$ cat src/rtl/music_pkg.sv
// Shared constants for the music sequencer: note frequencies (Hz), FSM state codes,
// tone word width and the tempo-select helper.
package music_pkg;

    localparam int TONE_W = 32;

    localparam logic [TONE_W-1:0] NOTE_D3   = 32'd147;
    localparam logic [TONE_W-1:0] NOTE_E3   = 32'd165;
    localparam logic [TONE_W-1:0] NOTE_F3   = 32'd175;
    localparam logic [TONE_W-1:0] NOTE_A3   = 32'd220;
    localparam logic [TONE_W-1:0] NOTE_A4   = 32'd440;
    localparam logic [TONE_W-1:0] NOTE_B4   = 32'd494;
    localparam logic [TONE_W-1:0] NOTE_C5   = 32'd523;
    localparam logic [TONE_W-1:0] NOTE_D5   = 32'd587;
    localparam logic [TONE_W-1:0] NOTE_E5   = 32'd659;
    localparam logic [TONE_W-1:0] NOTE_F5   = 32'd698;
    localparam logic [TONE_W-1:0] NOTE_G5   = 32'd784;
    localparam logic [TONE_W-1:0] NOTE_A5   = 32'd880;
    localparam logic [TONE_W-1:0] NOTE_BB5  = 32'd932;
    // Above the audible band, so the note generators produce nothing useful.
    localparam logic [TONE_W-1:0] SILENCE   = 32'd20000;

    typedef logic [1:0] state_t;
    localparam state_t ST_IDLE  = 2'd0;
    localparam state_t ST_PLAY  = 2'd1;
    localparam state_t ST_PAUSE = 2'd2;

    function automatic logic [31:0] f_tempo_limit(input logic [31:0] div,
                                                  input logic [1:0]  sel);
        case (sel)
            2'd1:    f_tempo_limit = div >> 1;
            2'd2:    f_tempo_limit = div << 1;
            default: f_tempo_limit = div;
        endcase
    endfunction

endpackage

$ cat src/rtl/music_score_rom.sv
// Score lookup: one 32-bit tone (Hz) per (channel, quarter-beat); purely combinational.
// Latency 0; no handshake. ch0 carries the melody, ch1 the bass, other channels and beats >= LEN are silent.
module music_score_rom
    import music_pkg::*;
#(
    parameter int NUM_CH = 2,
    parameter int LEN    = 64,
    parameter int CH_W   = (NUM_CH > 1) ? $clog2(NUM_CH) : 1,
    parameter int BEAT_W = $clog2(LEN)
) (
    input  logic [CH_W-1:0]   ch,
    input  logic [BEAT_W-1:0] beat,
    output logic [TONE_W-1:0] tone
);

    logic [31:0] w_idx;
    assign w_idx = 32'(beat);

    always_comb begin
        tone = SILENCE;
        if (w_idx < 32'(LEN)) begin
            if (ch == CH_W'(0)) begin
                // 16-step melody phrase repeated across the song
                case (w_idx[3:0])
                    4'd0:  tone = NOTE_A4;
                    4'd1:  tone = NOTE_C5;
                    4'd2:  tone = NOTE_E5;
                    4'd3:  tone = NOTE_A5;
                    4'd4:  tone = NOTE_G5;
                    4'd5:  tone = NOTE_E5;
                    4'd6:  tone = NOTE_D5;
                    4'd7:  tone = SILENCE;
                    4'd8:  tone = NOTE_F5;
                    4'd9:  tone = NOTE_A5;
                    4'd10: tone = NOTE_BB5;
                    4'd11: tone = NOTE_A5;
                    4'd12: tone = NOTE_G5;
                    4'd13: tone = NOTE_E5;
                    4'd14: tone = NOTE_C5;
                    default: tone = NOTE_B4;
                endcase
            end else if (ch == CH_W'(1)) begin
                // Bass holds each root for two beats (8 quarter-beats)
                case (w_idx[4:3])
                    2'd0:    tone = NOTE_A3;
                    2'd1:    tone = NOTE_F3;
                    2'd2:    tone = NOTE_D3;
                    default: tone = NOTE_E3;
                endcase
            end
        end
    end

endmodule

$ cat src/rtl/music_sequencer.sv
// Multi-channel score sequencer with start/stop/pause, looping and end-of-song pulse; optional MUSIC_TEMPO_EN adds tempo_sel.
// Latency: playing/beat_num 1 cycle after start/stop; tone registered one cycle behind beat_num.
// No backpressure: control inputs are pulses/levels sampled every cycle, outputs are free-running registers.
module music_sequencer
    import music_pkg::*;
#(
    parameter logic [31:0] BEAT_DIV = 32'd12_500_000,
    parameter int          LEN      = 64,
    parameter int          NUM_CH   = 2,
    parameter int          BEAT_W   = $clog2(LEN)
) (
    input  logic                     clk,
    input  logic                     rst,
    input  logic                     start,
    input  logic                     stop,
    input  logic                     pause,
    input  logic                     loop_en,
`ifdef MUSIC_TEMPO_EN
    input  logic [1:0]               tempo_sel,
`endif
    output logic [BEAT_W-1:0]        beat_num,
    output logic [NUM_CH*TONE_W-1:0] tone,
    output logic                     playing,
    output logic                     done,
    output logic                     wrap
);

    localparam int CH_W = (NUM_CH > 1) ? $clog2(NUM_CH) : 1;

    state_t                   r_state;
    logic [31:0]              r_div_cnt;
    logic [BEAT_W-1:0]        r_beat;
    logic [NUM_CH*TONE_W-1:0] r_tone;
    logic                     r_done;
    logic                     r_wrap;

    logic [NUM_CH*TONE_W-1:0] w_rom;
    logic [31:0]              w_limit;
    logic                     w_terminal;
    logic                     w_last;
    logic                     w_boundary;

    assign w_terminal = (r_div_cnt == w_limit - 32'd1);
    assign w_last     = (r_beat == BEAT_W'(LEN - 1));
    // End-of-song outranks pause; otherwise pause freezes even a terminal count.
    assign w_boundary = (r_state == ST_PLAY) && !stop && w_terminal && (w_last || !pause);

`ifdef MUSIC_TEMPO_EN
    logic [31:0] r_limit;

    // Reloaded only where a beat begins, so a tempo change never cuts a beat short.
    always_ff @(posedge clk) begin
        if (rst) begin
            r_limit <= BEAT_DIV;
        end else if (((r_state == ST_IDLE) && start && !stop) || w_boundary) begin
            r_limit <= f_tempo_limit(BEAT_DIV, tempo_sel);
        end
    end

    assign w_limit = r_limit;
`else
    assign w_limit = BEAT_DIV;
`endif

    genvar c;
    generate
        for (c = 0; c < NUM_CH; c = c + 1) begin : g_ch
            music_score_rom #(
                .NUM_CH (NUM_CH),
                .LEN    (LEN),
                .CH_W   (CH_W),
                .BEAT_W (BEAT_W)
            ) u_rom (
                .ch   (CH_W'(c)),
                .beat (r_beat),
                .tone (w_rom[c*TONE_W +: TONE_W])
            );
        end
    endgenerate

    always_ff @(posedge clk) begin
        if (rst) begin
            r_state   <= ST_IDLE;
            r_div_cnt <= 32'd0;
            r_beat    <= '0;
            r_done    <= 1'b0;
            r_wrap    <= 1'b0;
        end else begin
            r_done <= 1'b0;
            r_wrap <= 1'b0;
            case (r_state)
                ST_IDLE: begin
                    r_div_cnt <= 32'd0;
                    r_beat    <= '0;
                    if (start && !stop) begin
                        r_state <= ST_PLAY;
                    end
                end
                ST_PLAY: begin
                    if (stop) begin
                        r_state   <= ST_IDLE;
                        r_div_cnt <= 32'd0;
                        r_beat    <= '0;
                    end else if (w_boundary) begin
                        r_div_cnt <= 32'd0;
                        if (w_last) begin
                            r_beat <= '0;
                            if (loop_en) begin
                                r_wrap <= 1'b1;
                            end else begin
                                r_done  <= 1'b1;
                                r_state <= ST_IDLE;
                            end
                        end else begin
                            r_beat <= r_beat + BEAT_W'(1);
                        end
                    end else if (pause) begin
                        r_state <= ST_PAUSE;
                    end else begin
                        r_div_cnt <= r_div_cnt + 32'd1;
                    end
                end
                ST_PAUSE: begin
                    if (stop) begin
                        r_state   <= ST_IDLE;
                        r_div_cnt <= 32'd0;
                        r_beat    <= '0;
                    end else if (start && !pause) begin
                        r_state <= ST_PLAY;
                    end
                end
                default: begin
                    r_state   <= ST_IDLE;
                    r_div_cnt <= 32'd0;
                    r_beat    <= '0;
                end
            endcase
        end
    end

    always_ff @(posedge clk) begin
        if (rst) begin
            r_tone <= {NUM_CH{SILENCE}};
        end else begin
            r_tone <= (r_state == ST_PLAY) ? w_rom : {NUM_CH{SILENCE}};
        end
    end

    assign beat_num = r_beat;
    assign tone     = r_tone;
    assign playing  = (r_state == ST_PLAY);
    assign done     = r_done;
    assign wrap     = r_wrap;

endmodule

$ cat config.mk
export PLATFORM = sky130hd
export DESIGN_NAME = music_sequencer
export DESIGN_NICKNAME = d
export VERILOG_FILES = /design/src/rtl/music_pkg.sv /design/src/rtl/music_score_rom.sv /design/src/rtl/music_sequencer.sv
export SDC_FILE = /design/constraint.sdc
export NUM_CORES = 1
export LEC_CHECK = 0
export CORE_ASPECT_RATIO = 0.5
export CORE_MARGIN = 2
export CORE_UTILIZATION = 56
export DETAILED_ROUTE_END_ITERATION = 7
export GPL_TIMING_DRIVEN = 0
export PLACE_DENSITY = 0.89
export SKIP_LAST_GASP = 1
export SLEW_MARGIN = 20
export SYNTH_ARGS = -nofsm -noshare
export SYNTH_HDL_FRONTEND = slang
export SYNTH_HIERARCHICAL = 1
export SYNTH_SLANG_ARGS = --single-unit
$ cat constraint.sdc
create_clock -name clk -period 3.5 [get_ports clk]
set_clock_uncertainty 0.2 [all_clocks]
set_input_delay 0.35 -clock clk [delete_from_list [all_inputs] [get_ports clk]]
set_output_delay 0.35 -clock clk [all_outputs]
set_load 0.01 [all_outputs]
# == Word level (Yosys, flattened, before mapping) ==
# Memories as Yosys holds them, arrays and structs flattened. A register that Yosys moved wholly into a read port is not among the register bits.
# Index checks and enable logic that the tools add are counted.
# word_totals
mem_count,1
in_bits,6
output_inout_bits,73
word_cells,65
register_bits,106
mem_bits_ro,208
# mem_list
name,depth,word_bits,rd,rd_ports_with_merged_regs,write_ports,line,source
(no name shown),16,13,1,1,0,music_score_rom.sv:24,case (w_idx[3:0])
# op_classes
n_mux,22
reduce_logical,15
bitwise_logic,4
add_sub_neg,2
eq_ne,14
n_lt_le_gt_ge,1
# op_table
operator,n
$mux 32,4
$pmux 32 s2,1
$add 32x1->32 const B,1
$eq 32x24->1 const B,1
$mux 6,4
$pmux 7 s3,1
$mux 2,8
$pmux 6 s2,1
$ne 4x3->1 const B,2
$ne 4x4->1 const B,2
$lt 6x7->1 const B,1
$add 6x1->6 const B,1
$eq 6x6->1 const B,1
$pmux 2 s3,1
$logic_and 1x1->1,5
$reduce_and 5->1,1
$reduce_or 5->1,1
$eq 2x1->1 const B,2
$eq 2x2->1 const B,2
$logic_not 2->1,2
$ne 2x2->1 const B,2
$not 1->1,4
$reduce_and 2->1,2
$ne 3x2->1 const B,1
other kinds (5),7

# == Depth between registers and ports, before layout ==
# Gate-level depths: netlist of run 1.
# logic_depth
depth_word,7
mapped_depth,9
depth_no_buf,7

# == By module ==
# The synthesis of run 1 kept the hierarchy.
# by_module_without_submodules
module,n_inst,cells_each,area_each_um2
music_sequencer,1,404,3932.5
music_score_rom,2,90,681.9

# == Worst setup path before layout of run 1 ==
# OpenSTA, ideal clock, no wires.
# synth_timing
path_kind,register -> register
startpoint,"register r_beat[0], in the netlist beat_num[0]"
endpoint,"register r_beat[5], in the netlist beat_num[5]"
path_buffers,0
stages_incl_launch_ff,8
synth_period_minus_slack_ns,2.553
t_arrival_ns,2.238
t_required_ns,3.185
slack_ns,0.947
path_cell_list,dfxtp_1 ha_1 and4_1 a21boi_0 o41a_1 o21ai_1 o21ai_0 a21bo_2
# synth_via
elab_chain_len,5
elab_cells_between_ends,10
classes_between,add/sub: 1; eq/ne: 2; mux: 4; reduce/logical: 3
# synth_lines
element,line,source
start: declaration,music_sequencer.sv:32,logic [BEAT_W-1:0] r_beat;
start signal: assignment,music_sequencer.sv:115,r_beat <= r_beat + BEAT_W'(1);
$add 6x1->6 or $eq 6x6->1 (tied branches),"music_sequencer.sv:115, music_sequencer.sv:44",
$mux 6 or $logic_or 1x1->1 (tied branches),"music_sequencer.sv:106, music_sequencer.sv:46",
$mux 6 or $logic_and 1x1->1 (tied branches),"music_sequencer.sv:104, music_sequencer.sv:46",
$mux 6 or $ne 3x2->1 (tied branches),n/a,
$pmux 6 s2 or $reduce_and 2->1 (tied branches),n/a,
# Parallel ways exist; a longest one is shown, timed or not. The select of a mux whose other input is x is not followed.
# A chain may end at the register's enable or synchronous reset.

# == Final worst setup path of run 1 ==
# layout_timing
startpoint,"register r_beat[0], in the netlist beat_num[0]"
endpoint,register r_div_cnt[26]
# layout_via
elab_chain_len,6
elab_cells_between_ends,8
classes_between,eq/ne: 2; mux: 3; reduce/logical: 3
# layout_lines
element,line,source
$eq 6x6->1 (*),music_sequencer.sv:44,assign w_last = (r_beat == BEAT_W'(LEN - 1));
$logic_or 1x1->1 (*),music_sequencer.sv:46,assign w_boundary = (r_state == ST_PLAY) && !stop && w_terminal && (w_last || !pause);
$logic_and 1x1->1 (*),music_sequencer.sv:46,
$mux 32,music_sequencer.sv:104,end else if (w_boundary) begin
$mux 32,music_sequencer.sv:100,if (stop) begin
$pmux 32 s2,music_sequencer.sv:91,case (r_state)
end signal: assignment,music_sequencer.sv:120,r_div_cnt <= r_div_cnt + 32'd1;
end: declaration,music_sequencer.sv:31,logic [31:0] r_div_cnt;
# Mark *: on every way between the ends. The rest lies on a longest branch, timed or not.

==> qor.yml, run 1 <==
status:
  status: "finished, final reports clean"
cells_and_area:
  antenna_cells: 0
  layout-drive-gt1-share_pct: 12.4
  fin_nets: 756
  fillers: 723
  syn_to_final_growth_pct: 26.2
  layout.cells.non_filler: 847
route:
  via_per_inst: 5.22
  num_vias: 4422
  wire_per_inst_microns: 13.6
  antenna_left: 0
  first_pass_iters: 5
  first_iter_violations: 271
  drc_errors: 0
  wl_microns: 11600
hold_path:
  min_path_type: "in2reg"
sta:
  max_freq_ghz: 0.320
  setup_viol: 0
  period_share_pct: 89.2
  finalWorstSetupSlack_ns: 0.377
  fin_setup_tns_ns: 0
  worstMarginPinSlew_ns: 0.767
  hold_viol_final: 0
  period_minus_slack_ns: 3.12
  max_slew_margin_pct: 48.8
  drv_slew: 0
  rsz0062_at_grt: "no"
power:
  peakVddDrop_uv: 249
  leakagePower_nw: 2.91
  p_per_area_mw_per_mm2: 347
  power_mw: 2.32
placed_design:
  place_ws_ns: 0.427
  gp_congestion: 0.848
  io_buffers: 77
  dp_hpwl_microns: 8300
  dp.cells: 832
die:
  dieArea_sq_mm: 0.0103
  die_x_microns: 142
  io-pin-count: 79
  start_util_pct: 56.8
  coreArea_sq_mm: 0.00932
  rows: 25
  die_height_microns: 72.8
setup_path:
  crit_buf_inv: 1
  crit_chain: "ha_1 -> and4_1 -> a21boi_0 -> o41a_1 -> o21ai_1 -> buf_2 -> nor2_1"
  path_max_fanout: 18
  cpPeakStageDelay_ns: 0.78
  cp_data_arrival_time_ns: 3.16
  crit_family: "compound AO/OA/AOI/OAI gates"
  critPathCaptureType: "register"
  worstSetupStartpointType: "register"
  crit_required_ns: 3.54
  cpMaxStageDelayCell: "dfxtp_1"
  path_class: "reg2reg"
synth:
  yosysSeqAreaShare_pct: 40.1
  ys_ff_latch: 106
  syn_area_sq_mm: 0.00530
  yosysWarnings: 6
  async_flop_share_pct: 0
  synthCells: 584
  synth_cell_types: 60
  synthFlopType: "dfxtp_1"
  synth_edf_count: 0
  synth.avg_cell_area_sq_um: 9.07
clocking:
  cts_tree: "yes"
  cts_resized: 0
  cts_sinks: 106
  cts_hold_buf: 0
  clock_latency_ns: 0.35
  cts_setup_buffers: 0
  cts_buffer_depth: 2
  cts-buffers-inserted: 9
  root_buffer: "clkbuf_16"
  h-tree-depth: 3
  cts.clk_slew.worst_paths_ns: 0.07
grt:
  grt_overflow: 0
  grtUsageTotal_pct: 23.5
  grt_pass1_wl_microns: 19100
  antenna_found_initial: 0
  grt_max_degree: 23
  grt_pass1_vias: 4180
flow_run:
  drv_cap: 0
## synthesized netlist by cell type, drive strengths merged (4+ instances only)
master,instances,area [sq um]
a211o,4,35.0
a211oi,7,62.6
a21o,5,37.5
a21oi,18,90.1
and2,4,25.0
and3,69,432
buf,55,417
clkbuf,18,67.6
conb,4,15.0
dfxtp,106,2120
ha,28,350
inv,17,68.8
mux2i,5,50.1
nand2,22,82.6
nand2b,12,75.1
nand3,9,45.0
nand4,7,50.1
nor2,43,164
nor2b,10,62.6
nor3,14,70.1
nor4,6,65.1
o211ai,12,90.1
o21ai,29,149
or3,14,87.6
xnor2,4,35.0
xor2,21,184
## worst register-to-register path, delay by kind of cell, from the launching register on
family,cells,cell delay [ns]
adder cells (fa/ha/maj),1,0.33
AND/OR/NAND/NOR,2,0.34
flip-flops,1,0.78
AO/OA/AOI/OAI,3,1.03
buffers and inverters,1,0.34
## through the flow
| stage | util (%) | hold WS, ns | area [sq um] |
|---|---|---|---|
| global route | 71.7 | 0.269 | 6680 |
| detailed placement | 68.7 | 0.294 | 6410 |
| floorplan | - | 0.229 | 5480 |
| finish | 71.7 | 0.227 | 6680 |
| CTS | 71.7 | 0.224 | 6680 |
| global placement | 68.7 | 0.257 | 6410 |
## path summary, 6_finish.rpt
path | startpoint | end | slack [ns] | cells past startpoint
setup reg to reg | beat_num[0] | r_div_cnt[26] | 0.38 | 7
hold / removal | pause | r_state[1] | 0.23 | 3
hold reg to reg | r_div_cnt[1] | r_div_cnt[1] | 0.32 | 2
setup / recovery | beat_num[0] | r_div_cnt[26] | 0.38 | 7
## state kept, by name, summed over array words and instances, names as in the netlist
| register | cells |
|---|---|
| tone | 64 |
| r_div_cnt | 32 |
| beat_num | 6 |
| r_state | 2 |
| done | 1 |
| wrap | 1 |
## layer usage
| metal | vias up | global-route usage (%) | routed length, microns |
|---|---|---|---|
| li1 | 2223 | - | - |
| met3 | 27 | 5.77 | 551 |
| met2 | 134 | 42.3 | 5820 |
| met5 | - | 0 | 0 |
| met4 | 0 | 10.6 | 276 |
| met1 | 2038 | 27.0 | 4900 |
## placed cells by master, fill, tap and decap left out, types with 6 or more instances in the layout
cell	instances
clkbuf_1	18
nand2b_1	12
clkbuf_16	9
nand4_1	6
conb_1	54
dfxtp_1	106
and3_1	69
a21oi_1	18
nor2_1	42
nor2b_1	10
o211ai_1	12
nand2_1	22
nor3_1	14
o21ai_0	23
clkdlybuf4s50_1	77
nand3_1	9
or3_1	14
ha_1	28
buf_4	44
buf_2	6
xor2_1	21
inv_1	15
## cell families after synthesis
family | Yosys count | synth area share [%]
other | 4 | 0.283
and+or+nand+nor | 228 | 25.0
DFF | 106 | 40.1
buffers and inverters | 91 | 10.5
xor gates and xnor gates | 25 | 4.13
adders and majority gates | 28 | 6.61
muxes | 5 | 0.945
AOI/OAI and AO/OA | 97 | 12.4
## layout make-up
type	count	area (sq um)	area share (%)
multi-input cells	437	2810	42.0
flip-flops and latches	106	2120	31.7
repair buffers	77	771	11.5
plain buffers	73	484	7.24
clock buffers	9	225	3.37
well taps	121	151	2.27
inverters	18	72.6	1.09
clock inverters	6	52.6	0.786
## report_power, final
part	switching [mW]	total, mW	internal, mW
Combinational	0.0699	0.148	0.0785
Sequential	0.00475	1.22	1.22
Clock	0.460	0.949	0.488
Total	0.535	2.32	1.79
(Power assumes the default switching activity.)
==> run 2: changes to the inputs <==
- CORE_ASPECT_RATIO: 0.5 -> not set
- SKIP_CTS_REPAIR_TIMING: not set -> 1
==> qor.yml, run 2 (synthesis gave the netlist of run 1 again) <==
setup_path:
  path_class: "reg2reg"
  crit_chain: "ha_1 -> and4_1 -> a21boi_0 -> o41a_1 -> o21ai_1 -> buf_2 -> a21oi_1"
  cpMaxStageDelayCell: "dfxtp_1"
  rrSetupSlack_ns: 0.36  # about the same
  r2r-start: "beat_num[1]"
  crit_required_ns: 3.55  # about the same
  crit_family: "compound AO/OA/AOI/OAI gates"
  cp_data_arrival_time_ns: 3.18  # +0.02 ns
  critPathCaptureType: "register"
  path_max_fanout: 18  # unchanged
  worstSetupStartpointType: "register"
  cpPeakStageDelay_ns: 0.79  # about the same
  crit_buf_inv: 1  # unchanged
  cp-startpoint: "beat_num[1]"
cells_and_area:
  fin_area_sq_mm: 0.00658  # -1.6%
  most-common-layout-cells: "dfxtp_1, clkdlybuf4s50_1, and3_1"
  layout-drive-gt1-share_pct: 12.1  # -0.28 points
  largest_reg_flops: 64  # unchanged
  layout_commonest_cell: "dfxtp_1"
  antenna_cells: 0  # unchanged
  syn_to_final_growth_pct: 24.2
  fin_nets: 756  # unchanged
placed_design:
  placed_area_sq_mm: 0.00639  # -0.20%
  io_buffers: 77  # unchanged
  dp_hpwl_microns: 9090  # +9.5%
  gp_congestion: 0.924  # +9.0%
sta:
  drv_slew: 0  # unchanged
  max_freq_ghz: 0.319  # -0.43%
  max_slew_margin_pct: 47.1  # -1.7 points
  period_minus_slack_ns: 3.14  # +0.0136 ns
  setup_viol: 0  # unchanged
  hold_viol_final: 0  # unchanged
  worstMarginPinSlew_ns: 0.793  # +0.0260 ns
  rsz0062_at_grt: "no"
  fin_setup_tns_ns: 0  # unchanged
  period_share_pct: 89.6  # +0.39 points
grt:
  grt_max_degree: 23  # unchanged
  grtUsageTotal_pct: 24.2  # +0.70 points
  grt_pass1_vias: 4289  # +2.6%
  antenna_found_initial: 0  # unchanged
  grt_pass1_wl_microns: 19900  # +4.1%
  grt_overflow: 0  # unchanged
die:
  io-pin-count: 79  # unchanged
  coreArea_sq_mm: 0.00920  # -1.3%
  dieArea_sq_mm: 0.0103  # -0.46%
  die_x_microns: 101  # -28%
  rows: 35  # +40%
  die_height_microns: 101  # +39%
  start_util_pct: 57.6  # +0.77 points
clocking:
  cts_tree: "yes"
  h-tree-depth: 3  # unchanged
  cts.clk_slew.worst_paths_ns: 0.10  # +0.03 ns
  cts-buffers-inserted: 9  # unchanged
  cts_sinks: 106  # unchanged
  cts_buffer_depth: 2  # unchanged
  clock_latency_ns: 0.37  # +0.02 ns
  root_buffer: "clkbuf_8"
route:
  drc_errors: 0  # unchanged
  first_pass_iters: 5  # unchanged
  wl_microns: 11900  # +3.4%
  num_vias: 4447  # +0.57%
  first_iter_violations: 252  # -7.0%
  wire_per_inst_microns: 14.3  # +4.6%
  antenna_left: 0  # unchanged
  via_per_inst: 5.31  # +1.8%
flow_run:
  drv_cap: 0  # unchanged
power:
  peakVddDrop_uv: 191  # -23%
  p_per_area_mw_per_mm2: 318  # -8.6%
  leakagePower_nw: 2.87  # -1.5%
hold_path:
  min_path_type: "in2reg"
  hold_path_startpoint: "pause"
status:
  status: "finished, final reports clean"
[run 2: changes by cell type in the layout (fill, tap and decap cells not counted), sizes merged]
cell	delta
bufinv	+1
inv	-2
clkbuf	+2
clkinv	-1
[run 2: worst register-to-register path: cells and delay by family, from the launching register on]
| kind | cells | cell delay, ns |
|---|---|---|
| flops | 1 | 0.79 |
| fa+ha+maj | 1 | 0.34 |
| compound gates | 4 | 1.11 |
| buf+inv | 1 | 0.35 |
| simple gates | 1 | 0.25 |
[run 2: cell type report]
cell class	instances	area, sq um
Multi-Input combinational cell	437	2810
Fill cell	699	2620
Sequential cell	106	2120
Timing Repair Buffer	77	771
Buffer	73	484
Tap cell	111	139
Clock buffer	11	131
Inverter	18	72.6
Clock inverter	4	53.8
[run 2: path summary, 6_finish.rpt]
path	end	depth (start not counted)
worst min register to register	r_div_cnt[18]	2
worst max-delay path	r_div_cnt[2]	7
worst max register to register	r_div_cnt[2]	7
worst min-delay path	r_state[1]	3
[run 2: metrics by stage]
step	cells	util, %	setup WS [ns]	total power, mW	hold WS (ns)
4_1_cts	837	71.5	0.384	2.10	0.213
3_5_place_dp	822	69.5	0.381	1.40	0.300
2_1_floorplan	634	-	0.947	1.35	0.229
6_report	837	71.5	0.364	2.09	0.226
5_1_grt	837	71.5	0.153	2.16	0.298
3_3_place_gp	822	69.5	0.516	1.39	0.254
[run 2: where the power goes]
group	switching [mW]	internal (mW)
clock	0.387	0.329
combinational	0.0706	0.0785
sequential	0.00513	1.22
total	0.463	1.63
[run 2: layer usage]
| layer | wire, microns | part of all wire [%] | up-vias | global-route usage [%] |
|---|---|---|---|---|
| li1 | - | - | 2214 | - |
| met1 | 5130 | 43 | 2066 | 29.1 |
| met2 | 5910 | 50 | 145 | 42.4 |
| met3 | 682 | 5.7 | 22 | 4.62 |
| met4 | 220 | 1.8 | 0 | 9.77 |
| met5 | 0 | 0 | - | 0 |
